## config.mk

```make
export PLATFORM = sky130hd
export DESIGN_NAME = board_io_wb_flat
export DESIGN_NICKNAME = d
export VERILOG_FILES = /design/src/rtl/board_io_wb_if.sv /design/src/rtl/board_io_wb.sv /design/src/flat_wrapper.sv
export SDC_FILE = /design/constraint.sdc
export NUM_CORES = 1
export LEC_CHECK = 0
export CAP_MARGIN = 20
export CORE_MARGIN = 2
export CORE_UTILIZATION = 50
export DETAILED_ROUTE_END_ITERATION = 10
export HOLD_SLACK_MARGIN = 0.08
export PLACE_DENSITY = 0.66
export SLEW_MARGIN = 20
export SYNTH_ARGS = -nofsm -noshare
export SYNTH_HDL_FRONTEND = slang
export SYNTH_SLANG_ARGS = --single-unit
export TNS_END_PERCENT = 1
```

## constraint.sdc

```tcl
create_clock -name clk_i -period 23.5 [get_ports clk_i]
set_input_delay 7.05 -clock clk_i [delete_from_list [all_inputs] [get_ports clk_i]]
set_output_delay 7.05 -clock clk_i [all_outputs]
set_load 0.01 [all_outputs]
```

## src/rtl/board_io_wb_if.sv

```systemverilog
// Wishbone classic bus bundle for the on-board I/O register block.
// The slave side receives the request and returns data, ack and the interrupt.
interface board_io_wb_if;
   logic        cyc_i;
   logic        stb_i;
   logic        we_i;
   logic [4:0]  adr_i;
   logic [3:0]  sel_i;
   logic [31:0] dat_i;
   logic [31:0] dat_o;
   logic        ack_o;
   logic        irq_o;

   modport slave (
      input  cyc_i, stb_i, we_i, adr_i, sel_i, dat_i,
      output dat_o, ack_o, irq_o
   );

   modport master (
      output cyc_i, stb_i, we_i, adr_i, sel_i, dat_i,
      input  dat_o, ack_o, irq_o
   );
endinterface

```

## src/rtl/board_io_wb.sv

```systemverilog
// Wishbone slave for board I/O: LEDs, seven-segment digits, debounced
// switches/buttons, sticky button events with a maskable level interrupt.
module board_io_wb #(
   parameter int NUM_DIGITS        = 4,
   parameter int NUM_LEDS          = 10,
   parameter int NUM_SWITCHES      = 10,
   parameter int NUM_BUTTONS       = 3,
   parameter int BUTTON_ACTIVE_LOW = 1,
   parameter int SEG_ACTIVE_LOW    = 1,
   parameter int DEBOUNCE_CYCLES   = 500000,
   parameter int BLINK_CYCLES      = 25000000
) (
   input  logic                    clk_i,
   input  logic                    rst_i,
   board_io_wb_if.slave            bus,
   input  logic [NUM_SWITCHES-1:0] switches,
   input  logic [NUM_BUTTONS-1:0]  buttons,
   output logic [NUM_LEDS-1:0]     leds,
   output logic [8*NUM_DIGITS-1:0] seg7
);
   localparam int   NIN     = NUM_SWITCHES + NUM_BUTTONS;
   localparam int   CW      = $clog2(DEBOUNCE_CYCLES + 1);
   localparam int   BW      = $clog2(BLINK_CYCLES + 1);
   localparam int   HW      = 4 * NUM_DIGITS;
   localparam logic SEG_INV = (SEG_ACTIVE_LOW != 0);

   function automatic logic [6:0] hex7(input logic [3:0] v);
      case (v)
         4'h0: hex7 = 7'h3F;  4'h1: hex7 = 7'h06;  4'h2: hex7 = 7'h5B;  4'h3: hex7 = 7'h4F;
         4'h4: hex7 = 7'h66;  4'h5: hex7 = 7'h6D;  4'h6: hex7 = 7'h7D;  4'h7: hex7 = 7'h07;
         4'h8: hex7 = 7'h7F;  4'h9: hex7 = 7'h6F;  4'hA: hex7 = 7'h77;  4'hB: hex7 = 7'h7C;
         4'hC: hex7 = 7'h39;  4'hD: hex7 = 7'h5E;  4'hE: hex7 = 7'h79;  default: hex7 = 7'h71;
      endcase
   endfunction

   logic [NIN-1:0]          raw, s1_q, s2_q, stab_q, stab_d;
   logic [CW-1:0]           cnt_q [NIN];
   logic [CW-1:0]           cnt_d [NIN];
   logic [NUM_LEDS-1:0]     led_q, led_d;
   logic [HW-1:0]           hex_q, hex_d;
   logic [NUM_DIGITS-1:0]   blank_q, blank_d, dp_q, dp_d, blink_q, blink_d;
   logic [NUM_BUTTONS-1:0]  evt_q, evt_d, evt_clr, mask_q, mask_d, press;
   logic [8*NUM_DIGITS-1:0] seg_q, seg_d;
   logic [31:0]             dat_q, rdata;
   logic [BW-1:0]           bcnt_q;
   logic                    phase_q, ack_q, irq_q, acc, wr;
   logic                    unused_ok;

   // Buttons are normalised to 1 = pressed before synchronising.
   assign raw = {(BUTTON_ACTIVE_LOW != 0) ? ~buttons : buttons, switches};
   assign acc = bus.cyc_i & bus.stb_i & ~ack_q;
   assign wr  = acc & bus.we_i;

   always_comb begin
      stab_d = stab_q;
      for (int i = 0; i < NIN; i++) begin
         cnt_d[i] = '0;
         if (s2_q[i] != stab_q[i]) begin
            if (cnt_q[i] == CW'(DEBOUNCE_CYCLES - 1)) stab_d[i] = s2_q[i];
            else                                      cnt_d[i]  = cnt_q[i] + 1'b1;
         end
      end
   end

   assign press = stab_d[NIN-1:NUM_SWITCHES] & ~stab_q[NIN-1:NUM_SWITCHES];

   always_comb begin
      led_d   = led_q;
      hex_d   = hex_q;
      blank_d = blank_q;
      dp_d    = dp_q;
      blink_d = blink_q;
      mask_d  = mask_q;
      evt_clr = '0;
      if (wr) begin
         case (bus.adr_i[4:2])
            3'd0: for (int b = 0; b < NUM_LEDS; b++)
                     if (bus.sel_i[b/8]) led_d[b] = bus.dat_i[b];
            3'd1: for (int b = 0; b < HW; b++)
                     if (bus.sel_i[b/8]) hex_d[b] = bus.dat_i[b];
            3'd2: for (int i = 0; i < NUM_DIGITS; i++) begin
                     if (bus.sel_i[0]) blank_d[i] = bus.dat_i[i];
                     if (bus.sel_i[1]) dp_d[i]    = bus.dat_i[8+i];
                     if (bus.sel_i[2]) blink_d[i] = bus.dat_i[16+i];
                  end
            3'd4: for (int j = 0; j < NUM_BUTTONS; j++)
                     if (bus.sel_i[j/8]) evt_clr[j] = bus.dat_i[j];
            3'd5: for (int j = 0; j < NUM_BUTTONS; j++)
                     if (bus.sel_i[j/8]) mask_d[j] = bus.dat_i[j];
            default: ;
         endcase
      end
      // A press accepted in the same cycle as a clear keeps the bit set.
      evt_d = (evt_q & ~evt_clr) | press;
   end

   always_comb begin
      case (bus.adr_i[4:2])
         3'd0:    rdata = 32'(led_q);
         3'd1:    rdata = 32'(hex_q);
         3'd2:    rdata = {8'h00, 8'(blink_q), 8'(dp_q), 8'(blank_q)};
         3'd3:    rdata = {16'(stab_q[NIN-1:NUM_SWITCHES]), 16'(stab_q[NUM_SWITCHES-1:0])};
         3'd4:    rdata = 32'(evt_q);
         3'd5:    rdata = 32'(mask_q);
         default: rdata = '0;
      endcase
   end

   always_comb begin
      logic [7:0] pat;
      seg_d = '0;
      for (int i = 0; i < NUM_DIGITS; i++) begin
         pat = '0;
         if (!(blank_q[i] || (blink_q[i] && !phase_q)))
            pat = {dp_q[i], hex7(hex_q[4*i +: 4])};
         seg_d[8*i +: 8] = SEG_INV ? ~pat : pat;
      end
   end

   always_ff @(posedge clk_i or posedge rst_i) begin
      if (rst_i) begin
         s1_q    <= '0;
         s2_q    <= '0;
         stab_q  <= '0;
         for (int i = 0; i < NIN; i++) cnt_q[i] <= '0;
         led_q   <= '0;
         hex_q   <= '0;
         blank_q <= '1;
         dp_q    <= '0;
         blink_q <= '0;
         evt_q   <= '0;
         mask_q  <= '0;
         irq_q   <= 1'b0;
         ack_q   <= 1'b0;
         dat_q   <= '0;
         bcnt_q  <= '0;
         phase_q <= 1'b1;
         seg_q   <= {(8*NUM_DIGITS){SEG_INV}};
      end else begin
         s1_q    <= raw;
         s2_q    <= s1_q;
         stab_q  <= stab_d;
         for (int i = 0; i < NIN; i++) cnt_q[i] <= cnt_d[i];
         led_q   <= led_d;
         hex_q   <= hex_d;
         blank_q <= blank_d;
         dp_q    <= dp_d;
         blink_q <= blink_d;
         evt_q   <= evt_d;
         mask_q  <= mask_d;
         irq_q   <= |(evt_q & mask_q);
         ack_q   <= acc;
         dat_q   <= acc ? rdata : '0;
         if (bcnt_q == BW'(BLINK_CYCLES - 1)) begin
            bcnt_q  <= '0;
            phase_q <= ~phase_q;
         end else begin
            bcnt_q  <= bcnt_q + 1'b1;
         end
         seg_q   <= seg_d;
      end
   end

   assign bus.ack_o = ack_q;
   assign bus.dat_o = dat_q;
   assign bus.irq_o = irq_q;
   assign leds      = led_q;
   assign seg7      = seg_q;
   assign unused_ok = ^{bus.adr_i[1:0], bus.sel_i, bus.dat_i};
endmodule

```

## src/flat_wrapper.sv

```systemverilog
// flat-port wrapper written by rule: the top's interface ports become plain ports
module board_io_wb_flat 
#(
   parameter int NUM_DIGITS        = 4,
   parameter int NUM_LEDS          = 10,
   parameter int NUM_SWITCHES      = 10,
   parameter int NUM_BUTTONS       = 3,
   parameter int BUTTON_ACTIVE_LOW = 1,
   parameter int SEG_ACTIVE_LOW    = 1,
   parameter int DEBOUNCE_CYCLES   = 500000,
   parameter int BLINK_CYCLES      = 25000000
)
  (clk_i, rst_i, switches, buttons, leds, seg7, bus_cyc_i, bus_stb_i, bus_we_i, bus_adr_i, bus_sel_i, bus_dat_i, bus_dat_o, bus_ack_o, bus_irq_o);
  board_io_wb_if bus_i ();
  input  logic clk_i;
  input  logic rst_i;
  input  logic [NUM_SWITCHES-1:0] switches;
  input  logic [NUM_BUTTONS-1:0] buttons;
  output logic [NUM_LEDS-1:0] leds;
  output logic [8*NUM_DIGITS-1:0] seg7;
  input wire logic [$bits(bus_i.cyc_i)-1:0] bus_cyc_i;
  input wire logic [$bits(bus_i.stb_i)-1:0] bus_stb_i;
  input wire logic [$bits(bus_i.we_i)-1:0] bus_we_i;
  input wire logic [$bits(bus_i.adr_i)-1:0] bus_adr_i;
  input wire logic [$bits(bus_i.sel_i)-1:0] bus_sel_i;
  input wire logic [$bits(bus_i.dat_i)-1:0] bus_dat_i;
  output wire logic [$bits(bus_i.dat_o)-1:0] bus_dat_o;
  output wire logic [$bits(bus_i.ack_o)-1:0] bus_ack_o;
  output wire logic [$bits(bus_i.irq_o)-1:0] bus_irq_o;
  assign bus_i.cyc_i = bus_cyc_i;
  assign bus_i.stb_i = bus_stb_i;
  assign bus_i.we_i = bus_we_i;
  assign bus_i.adr_i = bus_adr_i;
  assign bus_i.sel_i = bus_sel_i;
  assign bus_i.dat_i = bus_dat_i;
  assign bus_dat_o = bus_i.dat_o;
  assign bus_ack_o = bus_i.ack_o;
  assign bus_irq_o = bus_i.irq_o;
  board_io_wb #(.NUM_DIGITS(NUM_DIGITS), .NUM_LEDS(NUM_LEDS), .NUM_SWITCHES(NUM_SWITCHES), .NUM_BUTTONS(NUM_BUTTONS), .BUTTON_ACTIVE_LOW(BUTTON_ACTIVE_LOW), .SEG_ACTIVE_LOW(SEG_ACTIVE_LOW), .DEBOUNCE_CYCLES(DEBOUNCE_CYCLES), .BLINK_CYCLES(BLINK_CYCLES)) u_core (.clk_i(clk_i), .rst_i(rst_i), .bus(bus_i), .switches(switches), .buttons(buttons), .leds(leds), .seg7(seg7));
endmodule
```

==> metrics.md <==
| Metric | Value |
|---|---|
| Largest net degree at the start of global routing | 193 |
| Power density over the cells | 71.79 nW/um^2 |
| Worst-path fanout max | 141 |
| Register-to-Register Path Depth | 5 |
| Global-route wire length before repair | 68.94 mm |
| GRT busiest layer | met2 |
| EDFF count, synth | 0 |
| CTS tree | done |
| Total grt overflow | 0 |
| Layout cells sized above 1 | 11.36% |
| GR Util met3 | 4.112% |
| Synth Cell Area | 19640 um^2 |
| # IOs | 135 |
| Die H | 202.2 um |
| GR Layer Usage met1 | 28.31% |
| Vias in the first global route | 13710 |
| Seq/Total Area, Yosys | 52.46% |
| Rows | 72 |
| # placed instances | 2450 |
| Initial antenna violation count | 4 |
| Max Cap Viol | 0 |
| Critical path endpoint category | async pin |
| Most common cell after layout, fill and taps aside | dfrtp_1 |
| Worst r2r dst | u_core.hex_q[15] |
| Worst vdd ir | 0.05181 mV |
| Final layout net count | 2077 |
| Iteration-0 DRC Markers | 760 |
| Fill cells | 3288 |
| Leakage power | 9.265 nW |
| WS Path Type | in2async |
| RR Startpoint | u_core.bus.ack_o |
| Critical Path Start | rst_i |
| Post-Syn Instances | 1869 |
| Worst hold path type | reg2reg |
| Most frequent cells in the layout | dfrtp_1, nor2_1, nand2_1 |
| I/O Buffers | 107 |
| Overall Power | 1.629 mW |
| Non-Filler Instances | 2535 |
| Root Buffer Master | clkbuf_16 |
| Hpwl dp | 27.72 mm |
| Synth Flop Type | dfrtp_1 |
| Final-report max-slew violation count | 0 |
| Area of the core | 38740 um^2 |
| Crit share post-route | 39.31% |
| CTS Buf Count | 45 |
| Worst skew pair latency | 0.57 ns |
| Crit path time final | 9.239 ns |
| Clock transition at the registers of the reported paths | 0.06 ns |
| Synth-to-Final Area Change | 15.55% |
| Die width | 202.2 um |
| Worst endpoint required time | 24.16 ns |
| Critical Path End | u_core.cnt_q[38] |
| Worst R2R Setup Slack | 21.14 ns |
| # clock sinks | 410 |
| Longest Clk Path Bufs | 3 |
| Grt met2 use | 31.73% |
| Worst Path Arrival | 9.90 ns |
| FMAX | 0.1082 GHz |
| Tot GR Track Use | 20.37% |
| Synth unique cells | 65 |
| DIE AREA | 40890 um^2 |
| Setup violations, final | 0 |
| WL per Instance | 16.20 um |
| Fin util | 58.60% |
| DR vias | 14040 |
| # hold bufs at CTS | 0 |
| Setup TNS | 0 ns |
| # Post-CTS Setup Buffers | 0 |
| Routability Congestion | 0.8213 |
| Post-synth ARST share | 100.0% |
| Worst-margin pin slew | 0.9909 ns |
| # DRC | 0 |
| ANT nets after route | 0 |
| Status | finished, final reports clean |
| Post-Place Setup Slack | 13.17 ns |
| Max-slew headroom | 33.71% |
| CP Launch Type | input port |
| Resize count post-CTS | 0 |
| Detailed Route WL | 41.08 mm |
| Routed vias/inst | 5.540 |
| PnR worst setup slack | 14.26 ns |
| YS warnings | 0 |
| Final clock skew | 0.01533 ns |
| Final Hold Viols | 0 |
| Synth Register Bits | 410 |
| H-tree Lvls | 2 |
| Initial Util | 50.71% |
| Per-instance average area after synthesis | 10.51 um^2 |
| RSZ-0062 raised after global routing | no |
| Router iterations before antenna repair | 5 |
cell families (layout without fill, tap and decap cells):
kind of cell,count (synthesis),after routing,share of synthesized area [%]
adder cells (fa/ha/maj),38,38,2.420
XOR/XNOR,188,188,8.382
other,1,13,0.01909
flip-flops,410,410,52.46
buffers and inverters,126,262,2.860
multiplexers,80,80,4.803
AO/OA/AOI/OAI,207,207,6.796
AND/OR/NAND/NOR,819,819,22.25
sequential cells by signal, indices dropped and copies added, names as in the netlist:
register / flops
u_core.seg7: 32
u_core.mask_q: 3
u_core.bcnt_q: 25
u_core.bus.ack_o: 1
u_core.s2_q: 13
u_core.cnt_q: 247
u_core.evt_q: 3
u_core.stab_q: 13
u_core.hex_q: 16
u_core.bus.dat_o: 20
u_core.blink_q: 4
u_core.leds: 10
u_core.blank_q: 4
u_core.dp_q: 4
u_core.s1_q: 13
u_core.bus.irq_o: 1
u_core.phase_q: 1
report_power, final:
part	switching (mW)	total [mW]	internal, mW
Clock	0.283	0.703	0.420
Combinational	0.0745	0.147	0.0725
Sequential	0.0278	0.779	0.751
Total	0.385	1.63	1.24
critical path: stages:
cell and delay [ns]:
clkdlybuf4s50_1 0.49, inv_8 0.66, buf_6 0.66, buf_12 0.45, buf_16 0.44
routing by layer:
metal	share of wire [%]	vias to the layer above
met3	4.5	75
met2	46	253
met4	3.0	6
met5	0.10	-
li1	-	6874
met1	46	6836
through the flow:
stage / instance area, um^2 / hold WS, ns
after detailed placement: 21160 / 0.3347
final: 22700 / 0.3462
after global routing: 22700 / 0.3530
after global placement: 21160 / 0.3337
after CTS: 22670 / 0.3483
after floorplan: 19690 / 0.3312
worst min path at each step:
stage	start	to	slack (ns)	depth (start not counted)
finish	u_core.s1_q[9]	u_core.s2_q[9]	0.35	0
global route	u_core.s1_q[9]	u_core.s2_q[9]	0.35	0
CTS	u_core.s1_q[12]	u_core.s2_q[12]	0.35	0
detailed placement	u_core.s1_q[12]	u_core.s2_q[12]	0.33	0
global placement	u_core.s1_q[12]	u_core.s2_q[12]	0.33	0
floorplan	u_core.s1_q[0]	u_core.s2_q[0]	0.33	0
cell usage after synthesis, drive strengths merged (4+ instances only):
| cell type | number | area (um^2) |
|---|---|---|
| o211ai | 15 | 112.6 |
| buf | 24 | 176.4 |
| nand2 | 111 | 416.7 |
| xor2 | 87 | 762.0 |
| mux4 | 5 | 112.6 |
| dfstp | 37 | 972.2 |
| nor2b | 12 | 75.07 |
| ha | 38 | 475.5 |
| and2 | 24 | 150.1 |
| and4 | 29 | 254.0 |
| nand2b | 12 | 75.07 |
| or2 | 4 | 25.02 |
| nor4b | 14 | 122.6 |
| nand3b | 11 | 82.58 |
| dfrtp | 373 | 9334 |
| nor3 | 26 | 130.1 |
| and3 | 15 | 93.84 |
| o31ai | 26 | 200.2 |
| nor4 | 47 | 294.0 |
| o311ai | 13 | 113.9 |
| mux2 | 64 | 720.7 |
| or3 | 47 | 294.0 |
| clkbuf | 38 | 145.1 |
| mux2i | 11 | 110.1 |
| nor2 | 235 | 907.1 |
| a22oi | 8 | 60.06 |
| nand4 | 67 | 437.9 |
| inv | 63 | 236.5 |
| or4b | 11 | 110.1 |
| xnor2 | 101 | 884.6 |
| a21oi | 72 | 360.4 |
| or4 | 36 | 277.8 |
| o21ai | 55 | 316.5 |
| nand3 | 109 | 545.5 |
cell type report:
| cell class | instances | area (um^2) | share of cell area [%] |
|---|---|---|---|
| Antenna cell | 1 | 2.502 | 0.01102 |
| Clock buffer | 69 | 1399 | 6.162 |
| Clock inverter | 14 | 103.9 | 0.4575 |
| Inverter | 64 | 247.7 | 1.091 |
| Multi-Input combinational cell | 1344 | 8825 | 38.88 |
| Sequential cell | 410 | 10310 | 45.40 |
| Tap cell | 518 | 648.1 | 2.855 |
| Timing Repair Buffer | 115 | 1167 | 5.143 |
No activity file was read; power rests on OpenSTA's default activity.
